## config.mk

```make
export PLATFORM = sky130hd
export DESIGN_NAME = serial_add_sched
export DESIGN_NICKNAME = d
export VERILOG_FILES = /design/src/rtl/serial_add_pkg.sv /design/src/rtl/serial_add_sched_fa_cell.sv /design/src/rtl/serial_add_sched.sv
export SDC_FILE = /design/constraint.sdc
export NUM_CORES = 1
export LEC_CHECK = 0
export CAP_MARGIN = 20
export CORE_MARGIN = 2
export CORE_UTILIZATION = 46
export DETAILED_ROUTE_END_ITERATION = 10
export PLACE_DENSITY = 0.81
export SLEW_MARGIN = 0
export SYNTH_ARGS = -nofsm -noshare
export SYNTH_HDL_FRONTEND = slang
export SYNTH_SLANG_ARGS = --single-unit
```

## constraint.sdc

```tcl
create_clock -name clk -period 2.3 [get_ports clk]
set_clock_uncertainty 0.1 [all_clocks]
set_input_delay 0.575 -clock clk [delete_from_list [all_inputs] [get_ports clk]]
set_output_delay 0.575 -clock clk [all_outputs]
set_load 0.05 [all_outputs]
```

## src/rtl/serial_add_pkg.sv

```systemverilog
// Shared types and sizing helpers for the bit-serial add scheduler.
package serial_add_pkg;

   typedef enum logic [1:0] {
      IDLE = 2'd0,
      RUN  = 2'd1,
      DONE = 2'd2
   } sa_state_e;

   localparam int DEF_WIDTH = 8;
   localparam int CNT_W     = $clog2(DEF_WIDTH);

   // Index width for n items; never narrower than one bit.
   function automatic int id_w(input int n);
      return (n > 1) ? $clog2(n) : 1;
   endfunction

endpackage

```

## src/rtl/serial_add_sched_fa_cell.sv

```systemverilog
// One-bit full adder: the single arithmetic resource shared by all requesters.
module fa_cell (
   input  logic a_i,
   input  logic b_i,
   input  logic c_i,
   output logic s_o,
   output logic co_o
);

   assign s_o  = a_i ^ b_i ^ c_i;
   assign co_o = (a_i & b_i) | (a_i & c_i) | (b_i & c_i);

endmodule

```

## src/rtl/serial_add_sched.sv

```systemverilog
// Round-robin scheduler feeding N requesters through one bit-serial adder.
// Define SERIAL_ADD_OVF_EN to add the two's-complement overflow output `ovf`.
module serial_add_sched
   import serial_add_pkg::*;
#(
   parameter int N     = 4,
   parameter int WIDTH = 8
) (
   input  logic                   clk,
   input  logic                   rst,
   input  logic [N-1:0]           req,
   input  logic [N*WIDTH-1:0]     a_in,
   input  logic [N*WIDTH-1:0]     b_in,
   output logic [N-1:0]           gnt,
   output logic                   busy,
   output logic                   done,
   output logic [id_w(N)-1:0]     done_id,
   output logic [WIDTH-1:0]       sum,
   output logic                   cout
`ifdef SERIAL_ADD_OVF_EN
   ,
   output logic                   ovf
`endif
);

   localparam int ID_W = id_w(N);
   localparam int CW   = id_w(WIDTH);

   sa_state_e        state_q, state_d;
   logic [ID_W-1:0]  rr_q, rr_d;
   logic [ID_W-1:0]  win_q, win_d;
   logic [WIDTH-1:0] sha_q, sha_d;
   logic [WIDTH-1:0] shb_q, shb_d;
   logic [WIDTH-1:0] shs_q, shs_d;
   logic             carry_q, carry_d;
   logic [CW-1:0]    cnt_q, cnt_d;
   logic [N-1:0]     gnt_q, gnt_d;
   logic [WIDTH-1:0] sum_q, sum_d;
   logic             cout_q, cout_d;
   logic [ID_W-1:0]  did_q, did_d;
`ifdef SERIAL_ADD_OVF_EN
   logic             cmsb_q, cmsb_d;
   logic             ovf_q, ovf_d;
`endif

   logic             fa_s, fa_co;
   logic             arb_any;
   logic [ID_W-1:0]  arb_w;

   fa_cell u_fa (
      .a_i  (sha_q[0]),
      .b_i  (shb_q[0]),
      .c_i  (carry_q),
      .s_o  (fa_s),
      .co_o (fa_co)
   );

   // Rotating priority: descend so the last hit is the one closest to rr_q.
   always_comb begin
      logic [ID_W-1:0] idx;
      arb_any = 1'b0;
      arb_w   = '0;
      idx     = '0;
      for (int k = N - 1; k >= 0; k--) begin
         idx = ID_W'((int'(rr_q) + k) % N);
         if (req[idx]) begin
            arb_any = 1'b1;
            arb_w   = idx;
         end
      end
   end

   always_comb begin
      state_d = state_q;
      rr_d    = rr_q;
      win_d   = win_q;
      sha_d   = sha_q;
      shb_d   = shb_q;
      shs_d   = shs_q;
      carry_d = carry_q;
      cnt_d   = cnt_q;
      gnt_d   = '0;
      sum_d   = sum_q;
      cout_d  = cout_q;
      did_d   = did_q;
`ifdef SERIAL_ADD_OVF_EN
      cmsb_d  = cmsb_q;
      ovf_d   = ovf_q;
`endif
      case (state_q)
         IDLE: begin
            if (arb_any) begin
               state_d = RUN;
               win_d   = arb_w;
               sha_d   = a_in[arb_w*WIDTH +: WIDTH];
               shb_d   = b_in[arb_w*WIDTH +: WIDTH];
               carry_d = 1'b0;
               cnt_d   = '0;
               gnt_d   = N'(1) << arb_w;
               rr_d    = ID_W'((int'(arb_w) + 1) % N);
            end
         end
         RUN: begin
            shs_d   = {fa_s, shs_q[WIDTH-1:1]};
            sha_d   = {1'b0, sha_q[WIDTH-1:1]};
            shb_d   = {1'b0, shb_q[WIDTH-1:1]};
            carry_d = fa_co;
            cnt_d   = cnt_q + 1'b1;
            if (cnt_q == CW'(WIDTH - 1)) begin
               state_d = DONE;
`ifdef SERIAL_ADD_OVF_EN
               cmsb_d  = carry_q;
`endif
            end
         end
         DONE: begin
            // Results become the held values once the done cycle ends.
            state_d = IDLE;
            sum_d   = shs_q;
            cout_d  = carry_q;
            did_d   = win_q;
`ifdef SERIAL_ADD_OVF_EN
            ovf_d   = cmsb_q ^ carry_q;
`endif
         end
         default: state_d = IDLE;
      endcase
   end

   always_ff @(posedge clk or posedge rst) begin
      if (rst) begin
         state_q <= IDLE;
         rr_q    <= '0;
         win_q   <= '0;
         sha_q   <= '0;
         shb_q   <= '0;
         shs_q   <= '0;
         carry_q <= 1'b0;
         cnt_q   <= '0;
         gnt_q   <= '0;
         sum_q   <= '0;
         cout_q  <= 1'b0;
         did_q   <= '0;
`ifdef SERIAL_ADD_OVF_EN
         cmsb_q  <= 1'b0;
         ovf_q   <= 1'b0;
`endif
      end else begin
         state_q <= state_d;
         rr_q    <= rr_d;
         win_q   <= win_d;
         sha_q   <= sha_d;
         shb_q   <= shb_d;
         shs_q   <= shs_d;
         carry_q <= carry_d;
         cnt_q   <= cnt_d;
         gnt_q   <= gnt_d;
         sum_q   <= sum_d;
         cout_q  <= cout_d;
         did_q   <= did_d;
`ifdef SERIAL_ADD_OVF_EN
         cmsb_q  <= cmsb_d;
         ovf_q   <= ovf_d;
`endif
      end
   end

   assign gnt     = gnt_q;
   assign busy    = (state_q == RUN) || (state_q == DONE);
   assign done    = (state_q == DONE);
   assign sum     = done ? shs_q   : sum_q;
   assign cout    = done ? carry_q : cout_q;
   assign done_id = done ? win_q   : did_q;
`ifdef SERIAL_ADD_OVF_EN
   assign ovf     = done ? (cmsb_q ^ carry_q) : ovf_q;
`endif

endmodule

```

# Word level (Yosys, flattened, before mapping)

Index checks and enable logic that the tools add are counted.
W data, S select, Z words.

Output and inout bits: 17
Bits in registers: 49
Word-level logic and storage cells: 74
Bits of input ports: 70

Eq/ne operators: 5
Order comparisons: 4
Add/sub/neg operators: 5
Reductions and logical operators: 6
Muxes and demuxes: 32
Bitwise operators: 7
Shifts and indexed selects: 3

Operator list:

| operator              | count |
|---|---|
| $shiftx A32 B6 Y8     | 2 |
| $pmux W8 S2           | 2 |
| $mux W8               | 3 |
| $mux W2               | 7 |
| $lt A2 B3 Y1 const B  | 4 |
| $mux W1               | 10 |
| $bmux W1 S2           | 4 |
| $mux W4               | 2 |
| $pmux W3 S2           | 1 |
| $reduce_and A2 Y1     | 3 |
| $add A2 B1 Y2 const B | 2 |
| $add A2 B2 Y2 const B | 2 |
| $ne A2 B2 Y1 const B  | 2 |
| $pmux W2 S2           | 1 |
| $shl A1 B2 Y4 const A | 1 |
| $add A3 B1 Y3 const B | 1 |
| $and A1 B1 Y1         | 3 |
| $eq A3 B3 Y1 const B  | 1 |
| $mux W3               | 1 |
| $eq A2 B1 Y1 const B  | 1 |
| $eq A2 B2 Y1 const B  | 1 |
| $logic_not A2 Y1      | 1 |
| $or A1 B1 Y1          | 2 |
| $pmux W1 S2           | 1 |
| other kinds (3)       | 4 |

# Longest topological paths before layout

Gate-level depths: netlist of the first run.

Depth after elaboration: 10
Depth in mapped cells: 8
Gate-level depth less buffers: 6

# Hierarchy

From an unflattened synthesis of the first run, not the netlist that was laid out.

Cells, all modules: 233
Area total of the unflattened synthesis: 2676.3 um^2

Modules (own cells, without submodules):

| module           | seq. area each (um^2) | area each (um^2) | instances | cells each |
|---|---|---|---|---|
| serial_add_sched | 1226.2                | 2656.3           | 1         | 232 |
| fa_cell          | 0.0                   | 20.0             | 1         | 1 |

# Worst setup path after synthesis of the first run

No wires, ideal clock.

Path kind: register to output
Start: register state_q[0]
End: output port cout
Stages on the path, launching flop included: 5
Arrival time: 1831 ps
Data required time: 1625 ps
Path buffers: 1
Slack: -206 ps
Cells stage by stage: dfrtp_1 -> inv_1 -> ha_1 -> clkbuf_1 -> mux2_2

Longest elaborated chain between the ends: 2

Ends and longest elaborated chain:

| element                  | RTL line                | source |
|---|---|---|
| start: declaration       | serial_add_sched.sv:29  | `sa_state_e state_q, state_d;` |
| start signal: assignment | serial_add_sched.sv:149 | `state_q <= state_d;` |
| $eq A2 B2 Y1             | serial_add_sched.sv:170 | `assign done = (state_q == DONE);` |
| named net done           | serial_add_sched.sv:16  | `output logic done,` |
| $mux W1                  | --                      |  |
| end: declaration         | serial_add_sched.sv:19  | `output logic cout` |

The timed path passes the listed nets, and every way through them passes these cells.

# Final worst setup path of the first run

Start: register state_q[0]
End: output port sum[2]

Longest elaborated chain between the ends: 2

Ends and longest elaborated chain:

| element          | RTL line                | source |
|---|---|---|
| $eq A2 B2 Y1     | serial_add_sched.sv:170 |  |
| $mux W8          | --                      |  |
| end: declaration | serial_add_sched.sv:18  | `output logic [WIDTH-1:0] sum,` |

Every way passes these cells.

==> out/metrics.csv, run 1 <==
metric;value;unit
run status;finished clean;
data arrival time of the worst path;1.61;ns
NumNets Final;400;
routed via count divided by cell count;5.355;
clock-pin slew on the worst setup and hold paths;0.09;ns
max-slew violation count;0;
area share of and/or/nand/nor cells after synthesis;0.08501;
TritonCTS buffer count;5;
number of antenna violations at the first check in global routing;0;
Yosys reg bits;49;
floorplan core area;5473;µm²
final period demand of the worst path;2.286;ns
worst vdd ir;0.0006405;V
Post-Place Setup Slack;-0.3398;ns
number of unique standard cell types used by synthesis;33;
number of maximum-capacitance violations;0;
type of origin of the critical path;flip-flop;
# hold bufs at CTS;0;
Antenna Cells;0;
post-route worst hold slack;0.3842;ns
area of the mapped netlist;2605;µm²
worst slew slack as a fraction of its limit;0.6157;
dominant combinational cell family by area after synthesis;multiplexers;
origin of the worst min-delay path;win_q[1];
Die W;79.26;µm
wire length of the first global-routing pass;10.09;mm
Worst path top cell family by delay;flip-flops;
kind of critical path;flip-flop to primary output;
share of the synthesized netlist area taken by xor and xnor gates;0.003362;
instance count along the most critical hold path;2;
final instance area;3956;µm²
number of H-tree branching levels;2;
num rows;27;
routed wire length;6.428;mm
Top Ports;87;
worst path buffer plus inverter count;3;
non-filler cells, final;397;
post-synthesis compound-gate area fraction;0.1047;
most prevalent standard cell on the critical path;sky130_fd_sc_hd__buf_6;
Highest Clock Rate;437.4;MHz
sequential area share after synthesis;0.4707;
average instance area after synthesis;11.95;µm²
cell leakage power;1.890;nW
count of mapped cells out of synthesis;218;
# port buffers;86;
Clk Latency, worst-skew pair;0.30;ns
aggregate global-route resource usage;0.2048;
r2r endpoint;sha_q[4];
DR pass1 iterations;4;
layout-stage area growth over the synthesis result;51.87;%
Adder-Cell Fraction of Synth Area;0.03170;
final setup vio count;0;
CP cell instances;inv_2 > ha_4 > buf_6 > mux2_2 > buf_6;
clock sinks;49;
total overflow reported by the global router;0;
transition at the pin with the smallest max-transition slack;0.5764;ns
slowest cell on the critical path;sky130_fd_sc_hd__dfrtp_1;
y dimension of the die;79.26;µm
vias in the first global route;2161;
cell count of the worst reg-to-reg path;5;
Initial DRC Count;73;
Data required, critical path;1.62;ns
launching point of the worst reg2reg path;state_q[1];
worst hold path endpoint;win_q[1];
portion of netlist area occupied by mux cells;0.2584;
post-detailed-route wirelength per cell;16.19;µm
slack of the worst reg-to-reg path;0.27;ns
Via Count;2126;
placed inst area;3687;µm²
number of remaining DRC errors;0;
Final Wtd Congestion;0.7805;
post-route antenna net violation count;0;
Die Area;6281;µm²
Setup TNS Final;0;ns
path category of the worst min-delay check;flip-flop to flip-flop;
CTS Buffer Depth;2;
initial cell density of the core;0.4760;
placed instance count;383;
maximum number of pins on one net before global-route repair;22;
syn nets;294;
CTS tree;done;
Pwr Density;1248;nW/µm²
hpwl dp;4.524;mm
share of cells above drive strength 1;0.2400;
Max Fanout on Critical Path;6;
post-layout worst setup margin;0.01357;ns
Crit. End Element;primary output;
fin crit share;0.9941;
unrepaired setup endpoints after global routing;yes;
largest incremental delay on the critical path;0.41;ns
Final Hold Vio Count;0;
clock root buffer;sky130_fd_sc_hd__clkbuf_8;
count of synthesis-stage warnings from yosys;0;
==> sequential cells by signal, indices dropped and copies added (netlist names), 2 cells and up <==
| signal | cells |
|---|---|
| did_q | 2 |
| shb_q | 8 |
| sha_q | 8 |
| cnt_q | 3 |
| shs_q | 8 |
| sum_q | 8 |
| win_q | 2 |
| rr_q | 2 |
| state_q | 2 |
| gnt | 4 |
==> cells by family after synthesis <==
logic type / count (synthesis)
AO/OA/AOI/OAI: 34
XOR/XNOR: 1
adder cells (fa/ha/maj): 6
buffers and inverters: 23
flip-flops: 49
multiplexers: 65
AND/OR/NAND/NOR: 40
==> cell usage in the layout (no fill, tap or decap), drive strengths merged, types with 2 or more instances in the layout <==
cell type / instances
o21ai: 6
ha: 5
inv: 9
clkdlybuf4s50: 70
nor3b: 2
buf: 40
a32o: 4
clkbuf: 7
dlymetal6s2s: 2
a221o: 14
nand2: 11
dfrtp: 49
nor3: 3
a21oi: 7
mux2i: 47
and3: 14
mux2: 18
nor2: 5
==> how the worst max path moves through the flow <==
stage,start,endpoint,cells past startpoint
after floorplan,state_q[0],cout,4
after global placement,req[2],sha_q[0],7
after detailed placement,req[0],sha_q[5],8
after CTS,state_q[0],done_id[0],5
after global routing,state_q[0],sum[7],5
final,state_q[0],sum[2],5
==> per-layer routing <==
layer  global-route usage  up-vias  share of wire
met1               0.2813     1039           0.42
met5                    0        -              0
met4              0.05690        0          0.017
li1                     -     1016              -
met3              0.03182        8          0.038
met2               0.3381       63           0.52
==> timing repair <==
item	in CTS	in global routing
pin swaps	1	2
gates resized for setup	11	15
cloned	0	1
buffers inserted	2	3
setup endpoints to repair	16	27
==> layout make-up <==
| type | count | area [µm²] |
|---|---|---|
| clock buffer | 6 | 82.58 |
| clock inverter | 2 | 17.52 |
| fill | 401 | 1516 |
| inverter | 8 | 30.03 |
| multi-input combinational | 146 | 1319 |
| sequential | 49 | 1226 |
| tap | 72 | 90.09 |
| timing repair buffer | 114 | 1191 |
==> where the power goes <==
part / total [mW] / internal (mW) / switching, mW
sequential: 1.48 / 1.27 / 0.218
combinational: 2.90 / 1.41 / 1.49
clock: 0.549 / 0.250 / 0.299
total: 4.94 / 2.93 / 2.01
==> worst register-to-register path, cell delays in order, from the launching register on <==
cell	delay [ns]
sky130_fd_sc_hd__dfrtp_1	0.43
sky130_fd_sc_hd__inv_1	0.10
sky130_fd_sc_hd__ha_1	0.52
sky130_fd_sc_hd__o21ai_2	0.15
sky130_fd_sc_hd__buf_4	0.24
sky130_fd_sc_hd__a221o_1	0.38
==> Yosys cell counts <==
cell type | instances | share of area
sky130_fd_sc_hd__dfrtp_1 | 49 | 0.47
sky130_fd_sc_hd__mux2i_1 | 47 | 0.18
sky130_fd_sc_hd__mux2_2 | 18 | 0.078
sky130_fd_sc_hd__a221o_1 | 14 | 0.054
sky130_fd_sc_hd__and3_1 | 14 | 0.034
sky130_fd_sc_hd__nand2_1 | 10 | 0.014
sky130_fd_sc_hd__a21oi_1 | 7 | 0.013
sky130_fd_sc_hd__inv_1 | 7 | 0.010
sky130_fd_sc_hd__clkbuf_1 | 6 | 0.0086
sky130_fd_sc_hd__ha_1 | 5 | 0.024
sky130_fd_sc_hd__a32o_1 | 4 | 0.015
sky130_fd_sc_hd__buf_4 | 4 | 0.012
sky130_fd_sc_hd__nor2_1 | 4 | 0.0058
sky130_fd_sc_hd__buf_2 | 3 | 0.0058
sky130_fd_sc_hd__nor3_1 | 3 | 0.0058
sky130_fd_sc_hd__o21ai_0 | 3 | 0.0058
sky130_fd_sc_hd__buf_6 | 2 | 0.0086
sky130_fd_sc_hd__nor3b_1 | 2 | 0.0058
sky130_fd_sc_hd__o21ai_1 | 2 | 0.0038
sky130_fd_sc_hd__a21o_1 | 1 | 0.0029
sky130_fd_sc_hd__and2_1 | 1 | 0.0024
sky130_fd_sc_hd__fa_1 | 1 | 0.0077
sky130_fd_sc_hd__inv_2 | 1 | 0.0014
sky130_fd_sc_hd__nand2_2 | 1 | 0.0024
sky130_fd_sc_hd__nand2b_1 | 1 | 0.0024
sky130_fd_sc_hd__nand3b_1 | 1 | 0.0029
sky130_fd_sc_hd__nor2_2 | 1 | 0.0024
sky130_fd_sc_hd__nor2b_1 | 1 | 0.0024
sky130_fd_sc_hd__nor4_2 | 1 | 0.0048
sky130_fd_sc_hd__o21a_1 | 1 | 0.0029
sky130_fd_sc_hd__o21ai_2 | 1 | 0.0034
sky130_fd_sc_hd__o2bb2ai_1 | 1 | 0.0034
sky130_fd_sc_hd__xor2_1 | 1 | 0.0034
==> metrics by stage <==
| step | util | total power [mW] |
|---|---|---|
| 4_1_cts | 0.7019 | 4.751 |
| 3_5_place_dp | 0.6738 | 4.138 |
| 3_3_place_gp | 0.6738 | 4.060 |
| 5_1_grt | 0.7229 | 5.248 |
| 6_report | 0.7229 | 4.936 |
| 2_1_floorplan | - | 3.375 |
(Power assumes the default switching activity.)
==> run 2, diff against run 1 <==
- CORE_ASPECT_RATIO: not set -> 0.6
==> run 2 against run 1 <==
  * Final cell count down 0.76%
  * Global-route usage up 0.97 points
  * Fmax up 0.55%
  * Worst hold slack better by 0.0083 ns
  * Core utilization up 0.20 points
  * Non-clock buffer count unchanged
  * Sequential power about the same
  * Total power up 3.2%
  * Critical path depth down 1
  * Count of clock-buffer cells in the layout unchanged
  * Die area up 0.31%
  * Sequential share of layout area down 0.34 points
  * Largest cell class unchanged
==> out/metrics.csv, run 2 (same netlist as run 1, synthesis figures left out) <==
metric;value;unit;change
fin crit share;0.9887;;was 0.9941
cell leakage power;1.917;nW;was 1.890 nW
area used by multi-input combinational logic;1328;µm²;was 1319 µm²
routed via count divided by cell count;5.467;;was 5.355
crit path launch;state_q[1];;was state_q[0]
routed wire length;6.799;mm;was 6.428 mm
y dimension of the die;62.29;µm;was 79.26 µm
Antenna Cells;0;;unchanged
TritonCTS buffer count;5;;unchanged
# port buffers;86;;unchanged
post-detailed-route wirelength per cell;17.26;µm;was 16.19 µm
kind of critical path;flip-flop to primary output;;unchanged
data arrival time of the worst path;1.60;ns;was 1.61 ns
Highest Clock Rate;439.8;MHz;was 437.4 MHz
Clk Latency, worst-skew pair;0.31;ns;was 0.30 ns
Crit. End Element;primary output;;unchanged
total overflow reported by the global router;0;;unchanged
Via Count;2154;;was 2,126
run status;finished clean;;unchanged
NumNets Final;400;;unchanged
# hold bufs at CTS;0;;unchanged
aggregate global-route resource usage;0.2145;;was 0.2048
Max Fanout on Critical Path;6;;unchanged
most common cell after layout, fill and taps aside;sky130_fd_sc_hd__clkdlybuf4s50_1;;unchanged
path category of the worst min-delay check;flip-flop to flip-flop;;unchanged
number of antenna violations at the first check in global routing;0;;unchanged
floorplan core area;5518;µm²;was 5473 µm²
maximum number of pins on one net before global-route repair;29;;was 22
layout-stage area growth over the synthesis result;53.55;%;was 51.87%
Final Hold Vio Count;0;;unchanged
Data required, critical path;1.62;ns;about the same
DR pass1 iterations;4;;unchanged
share of cells above drive strength 1;0.2400;;unchanged
Post-Place Setup Slack;-0.3414;ns;was -0.3398 ns
worst slew slack as a fraction of its limit;0.6668;;was 0.6157
Pwr Density;1274;nW/µm²;was 1248 nW/µm²
CTS Buffer Depth;2;;unchanged
clock root buffer;sky130_fd_sc_hd__clkbuf_8;;unchanged
transition at the pin with the smallest max-transition slack;0.4983;ns;was 0.5764 ns
final period demand of the worst path;2.274;ns;was 2.286 ns
Final Wtd Congestion;0.8165;;was 0.7805
clock-pin slew on the worst setup and hold paths;0.09;ns;about the same
type of origin of the critical path;flip-flop;;unchanged
initial cell density of the core;0.4721;;was 0.4760
wire length of the first global-routing pass;10.56;mm;was 10.09 mm
post-layout worst setup margin;0.02609;ns;was 0.01357 ns
launching point of the worst reg2reg path;rr_q[1];;was state_q[1]
final setup vio count;0;;unchanged
worst vdd ir;0.0005980;V;was 0.0006405 V
final core utilization;0.7249;;was 0.7229
origin of the worst min-delay path;win_q[0];;was win_q[1]
vias in the first global route;2150;;was 2,161
Top Ports;87;;unchanged
Initial DRC Count;79;;was 73
number of H-tree branching levels;2;;unchanged
post-route worst hold slack;0.3925;ns;was 0.3842 ns
number of remaining DRC errors;0;;unchanged
max-slew violation count;0;;unchanged
number of maximum-capacitance violations;0;;unchanged
Die W;101.2;µm;was 79.26 µm
hpwl dp;4.468;mm;was 4.524 mm
leading cell types in the layout, fill and taps excluded;69 x sky130_fd_sc_hd__clkdlybuf4s50_1, 49 x sky130_fd_sc_hd__dfrtp_1, 47 x sky130_fd_sc_hd__mux2i_1, 20 x sky130_fd_sc_hd__buf_4;;was 70 x sky130_fd_sc_hd__clkdlybuf4s50_1, 49 x sky130_fd_sc_hd__dfrtp_1, 47 x sky130_fd_sc_hd__mux2i_1, 20 x sky130_fd_sc_hd__buf_4
clock sinks;49;;unchanged
fill cell instance count of the final layout;384;;was 401
post-route antenna net violation count;0;;unchanged
CTS tree;done;;unchanged
unrepaired setup endpoints after global routing;yes;;unchanged
Final Power;5.095;mW;was 4.936 mW
register cell area after layout;1226;µm²;unchanged
num rows;21;;was 27
Die Area;6301;µm²;was 6281 µm²
==> run 2: cell types whose count changed in the layout (fill, tap and decap cells not counted) <==
cell / previous run / this run
sky130_fd_sc_hd__inv_6: 1 / 0
sky130_fd_sc_hd__clkdlybuf4s50_1: 70 / 69
sky130_fd_sc_hd__bufinv_16: 0 / 1
sky130_fd_sc_hd__clkinvlp_4: 0 / 1
sky130_fd_sc_hd__buf_16: 0 / 1
sky130_fd_sc_hd__buf_6: 13 / 12
sky130_fd_sc_hd__clkinv_4: 1 / 0
sky130_fd_sc_hd__nor4_4: 0 / 1
sky130_fd_sc_hd__dlymetal6s2s_1: 2 / 3
sky130_fd_sc_hd__nor4_2: 1 / 0
==> run 2: through the flow <==
stage / cell area (µm²) / setup TNS, ns / instances
2_1_floorplan: 2609 / 0 / 218
3_5_place_dp: 3641 / -5.741 / 376
4_1_cts: 3871 / 0 / 389
6_report: 4000 / 0 / 394
3_3_place_gp: 3641 / -6.002 / 376
5_1_grt: 4000 / -0.1235 / 394
==> run 2: critical path: stages (launching register included) <==
cell and delay, ns:
sky130_fd_sc_hd__dfrtp_1 0.45, sky130_fd_sc_hd__ha_4 0.20, sky130_fd_sc_hd__buf_8 0.13, sky130_fd_sc_hd__mux2_2 0.35
sky130_fd_sc_hd__buf_6 0.16
==> run 2: layer usage <==
| metal | wire (µm) | GRT usage | part of all wire |
|---|---|---|---|
| met3 | 436 | 0.06982 | 0.064 |
| met4 | 59 | 0.04223 | 0.0087 |
| met5 | 0 | 0 | 0 |
| met2 | 3119 | 0.3195 | 0.46 |
| met1 | 3184 | 0.3091 | 0.47 |
==> run 2: timing repair <==
action / CTS / global route
gates resized for setup: 12 / 17
endpoints found under the setup margin: 17 / 29
hold endpoints to repair: 0 / 0
pin swaps: 2 / 1
setup buffers: 4 / 4
cloned: 1 / 1
==> run 2: power breakdown <==
part           internal [mW]  switching, mW
Clock                  0.353          0.292
Sequential              1.27          0.238
Combinational           1.42           1.52
==> run 2: worst paths after layout <==
check	endpoint	slack, ns	cells after the start
worst max register to register	sha_q[5]	0.22	8
max in group asynchronous	rr_q[0]	1.24	3
worst min register to register	win_q[0]	0.39	1
min in group asynchronous	win_q[0]	0.42	2
worst min-delay path	win_q[0]	0.39	1
worst max-delay path	sum[2]	0.03	4
==> run 2: cell type report <==
type	count	share of cell area
Multi-Input combinational cell	146	0.3319
Sequential cell	49	0.3065
Timing Repair Buffer	114	0.3025
Tap cell	69	0.02158
Clock buffer	6	0.02064
Clock inverter	2	0.009384
Inverter	8	0.007507
